==> src/rtl/seg_display_scanner_if.sv <==
// Value-in / display-out bus of seg_display_scanner.
// Carries the brightness input only when SEG_BRIGHTNESS_EN is defined.
interface seg_display_scanner_if #(
   parameter int NUM_DIGITS = 4,
   parameter int VALUE_W    = 32
);
   logic [VALUE_W-1:0]    value;
   logic [1:0]            mode;
   logic                  blank_lz;
   logic [NUM_DIGITS-1:0] dp_mask;
   logic                  load;
   logic                  busy;
   logic                  overflow;
   logic [6:0]            seg_out;
   logic                  dp_out;
   logic [NUM_DIGITS-1:0] cs_out;
`ifdef SEG_BRIGHTNESS_EN
   logic [3:0]            brightness;
`endif

   modport master (
`ifdef SEG_BRIGHTNESS_EN
      output brightness,
`endif
      output value, mode, blank_lz, dp_mask, load,
      input  busy, overflow, seg_out, dp_out, cs_out
   );

   modport slave (
`ifdef SEG_BRIGHTNESS_EN
      input  brightness,
`endif
      input  value, mode, blank_lz, dp_mask, load,
      output busy, overflow, seg_out, dp_out, cs_out
   );
endinterface

==> src/rtl/seg_display_scanner.sv <==
// Multiplexed seven-segment driver: hex / unsigned / signed decimal via a serial double-dabble.
// Optional macro SEG_BRIGHTNESS_EN adds a 4-bit PWM brightness input on the bus.
module seg_display_scanner #(
   parameter int NUM_DIGITS = 4,
   parameter int VALUE_W    = 32,
   parameter int SCAN_DIV   = 10000
) (
   input  logic                 clk,
   input  logic                 rst,
   seg_display_scanner_if.slave bus
);
   localparam int BCD_DIGITS = (VALUE_W*3)/10+1;
   localparam int BCD_W      = BCD_DIGITS*4;
   localparam int CNT_W      = $clog2(VALUE_W+1);
   localparam int SCAN_W     = $clog2(SCAN_DIV);
   localparam int DIG_W      = (NUM_DIGITS > 1) ? $clog2(NUM_DIGITS) : 1;

   localparam logic [6:0] GLYPH_BLANK = 7'b0000000;
   localparam logic [6:0] GLYPH_MINUS = 7'b0000001;
   localparam logic [6:0] GLYPH_E     = 7'b1001111;
   localparam logic [6:0] GLYPH_R     = 7'b0000101;

   typedef enum logic [1:0] {IDLE, CONVERT, COMMIT} state_t;

   state_t                         state_q, state_d;
   logic [VALUE_W-1:0]             val_q, val_d;
   logic [BCD_W-1:0]               bcd_q, bcd_d, bcd_adj;
   logic [CNT_W-1:0]               bit_cnt_q, bit_cnt_d;
   logic                           hex_q, hex_d, neg_q, neg_d, blz_q, blz_d;
   logic                           ovf_q, ovf_d, ovf_new;
   logic [NUM_DIGITS-1:0][6:0]     buf_q, buf_d, buf_new;
   logic [NUM_DIGITS-1:0][3:0]     nib;
   int                             msd;
   logic                           dec_in, neg_in;

   logic [SCAN_W-1:0]              scan_q, scan_d;
   logic [DIG_W-1:0]               dig_q, dig_d;
   logic                           scan_tc;
   logic [6:0]                     seg_q;
   logic                           dp_q;
   logic [NUM_DIGITS-1:0]          cs_q, cs_d;

   function automatic logic [6:0] hex_glyph(input logic [3:0] n);
      case (n)
         4'h0: return 7'b1111110;
         4'h1: return 7'b0110000;
         4'h2: return 7'b1101101;
         4'h3: return 7'b1111001;
         4'h4: return 7'b0110011;
         4'h5: return 7'b1011011;
         4'h6: return 7'b1011111;
         4'h7: return 7'b1110000;
         4'h8: return 7'b1111111;
         4'h9: return 7'b1111011;
         4'hA: return 7'b1110111;
         4'hB: return 7'b0011111;
         4'hC: return 7'b1001110;
         4'hD: return 7'b0111101;
         4'hE: return 7'b1001111;
         default: return 7'b1000111;
      endcase
   endfunction

   function automatic logic [BCD_W-1:0] bcd_adjust(input logic [BCD_W-1:0] b);
      logic [BCD_W-1:0] r;
      r = b;
      for (int i = 0; i < BCD_DIGITS; i++)
         if (r[4*i +: 4] >= 4'd5) r[4*i +: 4] = r[4*i +: 4] + 4'd3;
      return r;
   endfunction

`ifdef SEG_BRIGHTNESS_EN
   function automatic logic [31:0] duty_limit(input logic [3:0] b);
      logic [31:0] prod;
      prod = (32'(b) + 32'd1) * 32'(SCAN_DIV);
      return prod >> 4;
   endfunction
`endif

   assign dec_in  = (bus.mode == 2'b01) || (bus.mode == 2'b10);
   assign neg_in  = (bus.mode == 2'b10) && bus.value[VALUE_W-1];
   assign bcd_adj = bcd_adjust(bcd_q);

   // Control FSM and serial conversion
   always_comb begin
      state_d   = state_q;
      val_d     = val_q;
      bcd_d     = bcd_q;
      bit_cnt_d = bit_cnt_q;
      hex_d     = hex_q;
      neg_d     = neg_q;
      blz_d     = blz_q;
      buf_d     = buf_q;
      ovf_d     = ovf_q;
      case (state_q)
         IDLE: begin
            if (bus.load) begin
               hex_d     = !dec_in;
               neg_d     = neg_in;
               blz_d     = bus.blank_lz;
               val_d     = neg_in ? -bus.value : bus.value;
               bcd_d     = '0;
               bit_cnt_d = '0;
               state_d   = dec_in ? CONVERT : COMMIT;
            end
         end
         CONVERT: begin
            bcd_d     = {bcd_adj[BCD_W-2:0], val_q[VALUE_W-1]};
            val_d     = val_q << 1;
            bit_cnt_d = bit_cnt_q + 1'b1;
            if (bit_cnt_q == CNT_W'(VALUE_W-1)) state_d = COMMIT;
         end
         COMMIT: begin
            buf_d   = buf_new;
            ovf_d   = ovf_new;
            state_d = IDLE;
         end
         default: state_d = IDLE;
      endcase
   end

   // Glyph composition from the converted (or raw hex) digits
   always_comb begin
      nib     = '0;
      ovf_new = 1'b0;
      msd     = 0;
      buf_new = '0;
      for (int k = 0; k < NUM_DIGITS; k++) begin
         for (int b = 0; b < 4; b++) begin
            if (hex_q) begin
               if (4*k+b < VALUE_W) nib[k][b] = val_q[4*k+b];
            end else begin
               if (4*k+b < BCD_W) nib[k][b] = bcd_q[4*k+b];
            end
         end
      end
      // A negative value needs the leftmost digit free for the minus sign.
      if (!hex_q) begin
         for (int i = 0; i < BCD_DIGITS; i++)
            if ((i >= NUM_DIGITS || (neg_q && i == NUM_DIGITS-1)) && bcd_q[4*i +: 4] != 4'd0)
               ovf_new = 1'b1;
      end
      for (int k = 0; k < NUM_DIGITS; k++)
         if (nib[k] != 4'd0) msd = k;
      if (ovf_new) begin
         for (int k = 0; k < NUM_DIGITS; k++)
            buf_new[k] = (k == NUM_DIGITS-1) ? GLYPH_E :
                         (k == NUM_DIGITS-2 || k == NUM_DIGITS-3) ? GLYPH_R : GLYPH_BLANK;
      end else begin
         for (int k = 0; k < NUM_DIGITS; k++) begin
            buf_new[k] = (blz_q && k > msd) ? GLYPH_BLANK : hex_glyph(nib[k]);
            if (neg_q && k == (blz_q ? msd + 1 : NUM_DIGITS - 1)) buf_new[k] = GLYPH_MINUS;
         end
      end
   end

   always_ff @(posedge clk) begin
      if (rst) begin
         state_q <= IDLE;
         ovf_q   <= 1'b0;
         buf_q   <= '0;
      end else begin
         state_q <= state_d;
         ovf_q   <= ovf_d;
         buf_q   <= buf_d;
      end
   end

   always_ff @(posedge clk) begin
      val_q     <= val_d;
      bcd_q     <= bcd_d;
      bit_cnt_q <= bit_cnt_d;
      hex_q     <= hex_d;
      neg_q     <= neg_d;
      blz_q     <= blz_d;
   end

   // Digit scan and registered display outputs
   assign scan_tc = (scan_q == SCAN_W'(SCAN_DIV-1));

   always_comb begin
      scan_d = scan_q + 1'b1;
      dig_d  = dig_q;
      if (scan_tc) begin
         scan_d = '0;
         dig_d  = (dig_q == DIG_W'(NUM_DIGITS-1)) ? '0 : dig_q + 1'b1;
      end
   end

`ifdef SEG_BRIGHTNESS_EN
   logic [3:0] bright_q, bright_d;
   assign bright_d = scan_tc ? bus.brightness : bright_q;

   always_ff @(posedge clk) begin
      if (rst) bright_q <= 4'hF;
      else     bright_q <= bright_d;
   end
`endif

   always_comb begin
      cs_d = ~(NUM_DIGITS'(1) << dig_d);
`ifdef SEG_BRIGHTNESS_EN
      if (32'(scan_d) >= duty_limit(bright_d)) cs_d = '1;
`endif
   end

   always_ff @(posedge clk) begin
      if (rst) begin
         scan_q <= '0;
         dig_q  <= '0;
         seg_q  <= '0;
         dp_q   <= 1'b0;
         cs_q   <= ~NUM_DIGITS'(1);
      end else begin
         scan_q <= scan_d;
         dig_q  <= dig_d;
         seg_q  <= buf_q[dig_d];
         dp_q   <= bus.dp_mask[dig_d] & ~ovf_q;
         cs_q   <= cs_d;
      end
   end

   assign bus.busy     = (state_q == CONVERT);
   assign bus.overflow = ovf_q;
   assign bus.seg_out  = seg_q;
   assign bus.dp_out   = dp_q;
   assign bus.cs_out   = cs_q;
endmodule

==> src/flat_wrapper.sv <==
// flat-port wrapper written by rule: the top's interface ports become plain ports
module seg_display_scanner_flat 
#(
   parameter int NUM_DIGITS = 4,
   parameter int VALUE_W    = 32,
   parameter int SCAN_DIV   = 10000
)
  (clk, rst, bus_value, bus_mode, bus_blank_lz, bus_dp_mask, bus_load, bus_busy, bus_overflow, bus_seg_out, bus_dp_out, bus_cs_out);
  seg_display_scanner_if #(.NUM_DIGITS(NUM_DIGITS), .VALUE_W(VALUE_W)) bus_i ();
  input  logic clk;
  input  logic rst;
  input wire logic [$bits(bus_i.value)-1:0] bus_value;
  input wire logic [$bits(bus_i.mode)-1:0] bus_mode;
  input wire logic [$bits(bus_i.blank_lz)-1:0] bus_blank_lz;
  input wire logic [$bits(bus_i.dp_mask)-1:0] bus_dp_mask;
  input wire logic [$bits(bus_i.load)-1:0] bus_load;
  output wire logic [$bits(bus_i.busy)-1:0] bus_busy;
  output wire logic [$bits(bus_i.overflow)-1:0] bus_overflow;
  output wire logic [$bits(bus_i.seg_out)-1:0] bus_seg_out;
  output wire logic [$bits(bus_i.dp_out)-1:0] bus_dp_out;
  output wire logic [$bits(bus_i.cs_out)-1:0] bus_cs_out;
  assign bus_i.value = bus_value;
  assign bus_i.mode = bus_mode;
  assign bus_i.blank_lz = bus_blank_lz;
  assign bus_i.dp_mask = bus_dp_mask;
  assign bus_i.load = bus_load;
  assign bus_busy = bus_i.busy;
  assign bus_overflow = bus_i.overflow;
  assign bus_seg_out = bus_i.seg_out;
  assign bus_dp_out = bus_i.dp_out;
  assign bus_cs_out = bus_i.cs_out;
  seg_display_scanner #(.NUM_DIGITS(NUM_DIGITS), .VALUE_W(VALUE_W), .SCAN_DIV(SCAN_DIV)) u_core (.clk(clk), .rst(rst), .bus(bus_i));
endmodule
==> config.mk <==
export PLATFORM = sky130hd
export DESIGN_NAME = seg_display_scanner_flat
export DESIGN_NICKNAME = d
export VERILOG_FILES = /design/src/rtl/seg_display_scanner_if.sv /design/src/rtl/seg_display_scanner.sv /design/src/flat_wrapper.sv
export SDC_FILE = /design/constraint.sdc
export NUM_CORES = 1
export LEC_CHECK = 0
export ABC_CLOCK_PERIOD_IN_PS = 8300
export BUFFER_PORTS_ARGS = -buffer_cell sky130_fd_sc_hd__buf_2
export CAP_MARGIN = 20
export CELL_PAD_IN_SITES_DETAIL_PLACEMENT = 0
export CELL_PAD_IN_SITES_GLOBAL_PLACEMENT = 1
export CORE_AREA = 5 5 151 153
export CTS_BUF_LIST = sky130_fd_sc_hd__clkbuf_2 sky130_fd_sc_hd__clkbuf_4 sky130_fd_sc_hd__clkbuf_8
export CTS_CLUSTER_DIAMETER = 80
export DETAILED_ROUTE_END_ITERATION = 12
export DIE_AREA = 0 0 156 158
export GPL_TIMING_DRIVEN = 1
export PLACE_DENSITY = 0.77
export SKIP_CTS_REPAIR_TIMING = 1
export SLEW_MARGIN = 20
export SYNTH_ARGS = -nofsm -noshare
export SYNTH_HDL_FRONTEND = slang
export SYNTH_SLANG_ARGS = --single-unit
==> constraint.sdc <==
create_clock -name clk -period 8.3 [get_ports clk]
set_clock_uncertainty 0.1 [all_clocks]
set_input_delay 0.83 -clock clk [delete_from_list [all_inputs] [get_ports clk]]
set_output_delay 0.83 -clock clk [all_outputs]
set_load 0.05 [all_outputs]
# Word level (Yosys, flattened, before mapping)
# Memory sizes are Yosys's and may differ from the RTL's.
# Cells that the tools add are included.
[classes]
n_addsub = 15
multipliers = 0
div = 0
order_cmp = 15
eq_ne = 12
shift = 1
mux = 64
n_bitwise = 3
n_reduce_logical = 29
[op_table]
columns = ["cell", "count"]
rows = [
  ["$mux W32", 3],
  ["$pmux W40 S2", 1],
  ["$eq A3 B32 Y1 const A", 2],
  ["$pmux W32 S2", 1],
  ["$mux W7", 9],
  ["$ge A4 B3 Y1 const B", 10],
  ["$mux W40", 1],
  ["$reduce_bool A4 Y1", 10],
  ["$add A4 B2 Y4 const B", 9],
  ["$mux W4", 9],
  ["$eq A2 B32 Y1 const A", 1],
  ["$logic_not A32 Y1", 1],
  ["$neg A32 Y32", 1],
  ["$mux W28", 1],
  ["$mux W1", 26],
  ["$add A14 B1 Y14 const B", 1],
  ["$bmux W7 S2", 1],
  ["$eq A14 B14 Y1 const B", 1],
  ["$mux W2", 7],
  ["$pmux W6 S2", 1],
  ["$logic_and A1 B1 Y1", 10],
  ["$add A6 B1 Y6 const B", 1],
  ["$eq A2 B2 Y1 const B", 3],
  ["$eq A6 B5 Y1 const B", 1],
  ["other kinds (23)", 28],
]
[word_totals]
reg_bits = 140
latch_bits = 0
ramBits = 0
rom_bits = 448
input_bits = 42
out_inout_bits = 14
wordCells = 160
memories = 4
[mem_list]
columns = ["name", "words", "word_bits", "read_ports", "rd_clocked_by_memory_dff", "wr", "line", "rtl"]
rows = [
  ["(name not given)", 16, 7, 1, 0, 0, "seg_display_scanner.sv:44", "case (n)"],
  ["(name not given)", 16, 7, 1, 0, 0, "seg_display_scanner.sv:44", ""],
  ["(name not given)", 16, 7, 1, 0, 0, "seg_display_scanner.sv:44", ""],
  ["(name not given)", 16, 7, 1, 0, 0, "seg_display_scanner.sv:44", ""],
]

# Logic depth before layout (Yosys ltp)
[depth]
ltp_word = 11
depth_mapped = 16
ltp_nobuf = 13

# Worst setup path after synthesis
# No wires, ideal clock.
[synth_timing]
path_kind = "reg2reg"
from = "reg u_core.hex_q"
to = "reg u_core.buf_q[10] (netlist bit)"
setup_ps = 117
arrival_ps = 3156
required_time_ps = 8083
path_slack_ps = 4927
path_stages_with_launch = 15
n_path_buf = 3
period_less_slack_ps = 3373
cell_sequence = "edfxtp_1 > buf_4 > buf_2 > buf_2 > mux2i_1 > ha_1 > nand3_1 > nor2_1 > nor2_1 > ha_1 > inv_1 > o2111ai_1 > o21bai_1 > and4b_1 > a32o_1"
[synth_via]
elab_chain_len = 11
word_cells_on_any_way = 29
cone_classes = "1 x add/sub; 1 x order compare; 1 x eq/ne; 20 x mux; 5 x reduce/logical; 1 x memory"
[synth_rtl]
columns = ["item", "line", "rtl"]
rows = [
  ["start, declared", "seg_display_scanner.sv:29", "logic hex_q, hex_d, neg_q, neg_d, blz_q, blz_d;"],
  ["start signal, assigned", "seg_display_scanner.sv:173", "hex_q <= hex_d;"],
  ["$mux W1", "seg_display_scanner.sv:130", "if (hex_q) begin"],
  ["$reduce_bool A4 Y1", "seg_display_scanner.sv:144", "if (nib[k] != 4'd0) msd = k;"],
  ["$mux W1", "seg_display_scanner.sv:144", ""],
  ["$mux W2 (2 in a row)", "seg_display_scanner.sv:144", ""],
  ["$add A2 B1 Y3", "seg_display_scanner.sv:152", "if (neg_q && k == (blz_q ? msd + 1 : NUM_DIGITS - 1)) buf_new[k] = GLYPH_MINUS;"],
  ["$mux W32", "seg_display_scanner.sv:152", ""],
  ["$eq A2 B32 Y1", "seg_display_scanner.sv:152", ""],
  ["$logic_and A1 B1 Y1", "seg_display_scanner.sv:152", ""],
  ["$mux W7", "seg_display_scanner.sv:152", ""],
  ["$mux W28 *", "seg_display_scanner.sv:145", "if (ovf_new) begin"],
  ["end signal, assigned", "seg_display_scanner.sv:165", "buf_q <= buf_d;"],
  ["end, declared", "seg_display_scanner.sv:31", "logic [NUM_DIGITS-1:0][6:0] buf_q, buf_d, buf_new;"],
]
# Mark *: on every way between the ends. The rest lies on a longest branch, timed or not.
# A chain may end at the register's enable or synchronous reset.

# Worst setup path in the final report
[layout_timing]
from = "reg u_core.hex_q"
to = "reg u_core.buf_q[13] (netlist bit)"
# Same word-level chain as after synthesis.

==> results_dict.tcl <==
set metrics [dict create \
    status "finished, final reports clean" \
    drt-vias-per-instance 5.09 \
    worst_hold_path_type "flip-flop to flip-flop" \
    hold_violations 0 \
    most-common-layout-cells "nor2_1, nand2_1, edfxtp_1" \
    wl_per_cell_um 14.2 \
    yosysUniqueCellTypes 69 \
    syn_avg_cell_area_um2 9.39 \
    diodes 0 \
    clock_sinks 140 \
    die_y_um 158 \
    layout_commonest_cell "nor2_1" \
    vias 6205 \
    gr-max-usage-layer "met1" \
    met3_usage_pct 3.31 \
    power.internal_mw 1.25 \
    final_nets 1024 \
    wl_mm 17.3 \
    setup_viol 0 \
    fin_cells 1220 \
    clock_path_buffers 2 \
    p_leak_nw 3.51 \
    setup_ws_ns 4.71 \
    total_power_mw 1.88 \
    synth-main-ff-cell "edfxtp_1" \
    crit_arrival_ns 3.83 \
    tightest_slew_ns 1.03 \
    grt_setup_unrepaired "no" \
    fin_crit_sh_pct 43.2 \
    route.detailed.drc 0 \
    netlist_area_um2 8310 \
    crit_fanout 31 \
    die_area_um2 24600 \
    grt_max_degree 79 \
    hpwlAfterDp_mm 12.4 \
    clockPowerShare_pct 27.5 \
    placed_cells 1187 \
    p_comb_share_pct 25.1 \
    initial_core_util_pct 38.8 \
    crit_type "flip-flop to flip-flop" \
    yosysWarnings 0 \
    crit_path_top_delay_cell "mux2i_1" \
    switchingPower_mw 0.627 \
    crit_chain "buf_4 > mux2i_1 > ha_1 > nor4b_1 > nor2_1 > nor2_1 > ha_1 > inv_1 > o2111ai_1 > o21bai_1 > and4b_1 > a32o_1" \
    antenna_left 0 \
    multi_input_area_um2 4360 \
    crit_path_end_kind "flip-flop" \
    crit_path_max_incr_delay_ns 0.58 \
    yosysSeqAreaShare_pct 43.5 \
    ir_worst_vdd_mv 0.0832 \
    max_freq_mhz 279 \
    drv_slew 0 \
    syn_inst 885 \
    p_per_area_nw_per_um2 204 \
    critPathTopFamily "simple AND/OR/NAND/NOR gates" \
    period_minus_slack_ns 3.59 \
    synth-seq-cells 140 \
    cts_tree "yes" \
    drt_iter0_drc 433 \
    die_w_um 156 \
    final_area_um2 9210 \
    cp-start-kind "flip-flop" \
    syn-num-nets 982 \
    first_global_vias 5648 \
    synth-edff-count 81 \
    numCtsBuffers 17 \
    clkLatencyLatePin_ns 0.45 \
    cp.required_ns 8.54 \
    setup_tns_ns 0 \
    rows 54 \
    slew_headroom_pct 30.9 \
    htreeDepth 4 \
    power_frac_seq_pct 47.4 \
    swShare_pct 33.3 \
    grt_util_met2_pct 19.9 \
    dpl_cell_area_um2 8820 \
    r2r_slack_ns 4.71 \
    root_buffer "clkbuf_8" \
    io_pins 56 \
    dr.pass1.iters 4 \
    grt.met1_usage_pct 20.8 \
    async_flop_share_pct 0 \
    gp_congestion 0.818 \
    syn_to_final_growth_pct 10.9 \
    clkTransAtPathRegs_ns 0.08 \
    drive_above_1_share_pct 11.7 \
    grt_pass1_wl_mm 28.0 \
    maxCapViolCount 0 \
    grt_usage_pct 13.9 \
    fill_cells 2089 \
    dp_slack_ns 4.76 \
    port-buffer-count 55 \
    grt-ovfl-total 0 \
    regArea_um2 3610 \
    core_area_um2 21400 \
    antenna_found_initial 1 \
    cp_num_buf_inv 2 \
]
power groups by stage:
stage / Clock [mW] / Sequential [mW] / Combinational [mW]
3_3_place_gp: 0 / 0.906 / 0.464
6_report: 0.518 / 0.891 / 0.472
3_5_place_dp: 0 / 0.908 / 0.467
4_1_cts: 0.536 / 0.892 / 0.470
2_1_floorplan: 0 / 0.890 / 0.359
5_1_grt: 0.566 / 0.900 / 0.535
worst register-to-register path, cell delays in order (launching register included):
cell and delay, ns:
edfxtp_1 0.32, buf_4 0.37, mux2i_1 0.58, ha_1 0.30, nor4b_1 0.45, nor2_1 0.15
nor2_1 0.13, ha_1 0.25, inv_1 0.05, o2111ai_1 0.09, o21bai_1 0.21, and4b_1 0.24
a32o_1 0.23
flip-flops by register name, indices dropped and copies added (netlist names):
register	cells
u_core.hex_q	1
u_core.bus.cs_out	4
u_core.bus.dp_out	1
u_core.bus.seg_out	7
u_core.bus.overflow	1
u_core.blz_q	1
u_core.buf_q	28
u_core.val_q	32
u_core.bit_cnt_q	6
u_core.scan_q	14
u_core.bcd_q	40
u_core.state_q	2
u_core.dig_q	2
u_core.neg_q	1
per-layer routing:
metal / part of all wire, % / vias to the layer above
met3: 4.3 / 13
met2: 42 / 113
met4: 0.90 / 2
met1: 53 / 2838
li1: - / 3239
met5: 0.064 / -
stage by stage:
step | utilization (%) | hold slack, ns
after global placement | 41.2 | 0.327
after CTS | 42.9 | 0.351
after global routing | 43.0 | 0.365
after detailed placement | 41.2 | 0.339
final | 43.0 | 0.346
after floorplan | - | 0.313
cell type report:
type / count / share of cell area, %
clock buffer: 18 / 2.62
clock inverter: 14 / 1.33
inverter: 50 / 2.04
multi-input combinational: 657 / 47.3
sequential: 140 / 39.2
tap: 280 / 3.80
timing repair buffer: 61 / 3.69
path summary, 6_finish.rpt:
check                                                   start                            end  cells past startpoint
worst min-delay path            u_core.buf_q[19]$_SDFFE_PP0N_  u_core.buf_q[19]$_SDFFE_PP0N_                      2
worst max-delay path                   u_core.hex_q$_DFFE_PP_  u_core.buf_q[13]$_SDFFE_PP0N_                     12
worst max register to register         u_core.hex_q$_DFFE_PP_  u_core.buf_q[13]$_SDFFE_PP0N_                     12
worst min register to register  u_core.buf_q[19]$_SDFFE_PP0N_  u_core.buf_q[19]$_SDFFE_PP0N_                      2
cells by family (layout without fill, tap and decap cells):
group | Yosys count | in the layout | synth area share (%)
and+or+nand+nor | 295 | 295 | 16.3
AOI/OAI and AO/OA | 198 | 198 | 15.3
DFF | 140 | 140 | 43.5
muxes | 46 | 46 | 5.80
adders and majority gates | 55 | 55 | 8.28
xor gates and xnor gates | 63 | 63 | 6.64
buffers and inverters | 88 | 143 | 4.15
synthesized netlist by cell type, types with 4 or more instances:
cell | number | area [um2]
mux2i_1 | 38 | 380
ha_1 | 55 | 688
a22o_1 | 8 | 70.1
clkbuf_1 | 27 | 101
inv_1 | 49 | 184
a211oi_1 | 12 | 90.1
and4b_1 | 4 | 40.0
a21oi_1 | 54 | 270
nor2_1 | 112 | 420
a31oi_1 | 20 | 125
or3_1 | 4 | 25.0
xor2_1 | 18 | 158
and2_1 | 4 | 25.0
nand2_1 | 89 | 334
nor3_1 | 24 | 120
edfxtp_1 | 81 | 2430
and3_1 | 4 | 25.0
o22ai_1 | 10 | 62.6
dfxtp_1 | 59 | 1180
nor4_1 | 6 | 37.5
a32o_1 | 5 | 50.1
nand2b_1 | 15 | 93.8
buf_2 | 9 | 45.0
nand3_1 | 11 | 55.1
xnor2_1 | 45 | 394
o21ai_0 | 51 | 255
mux2_2 | 7 | 78.8
Note: power is estimated with default switching activity, not from simulation.
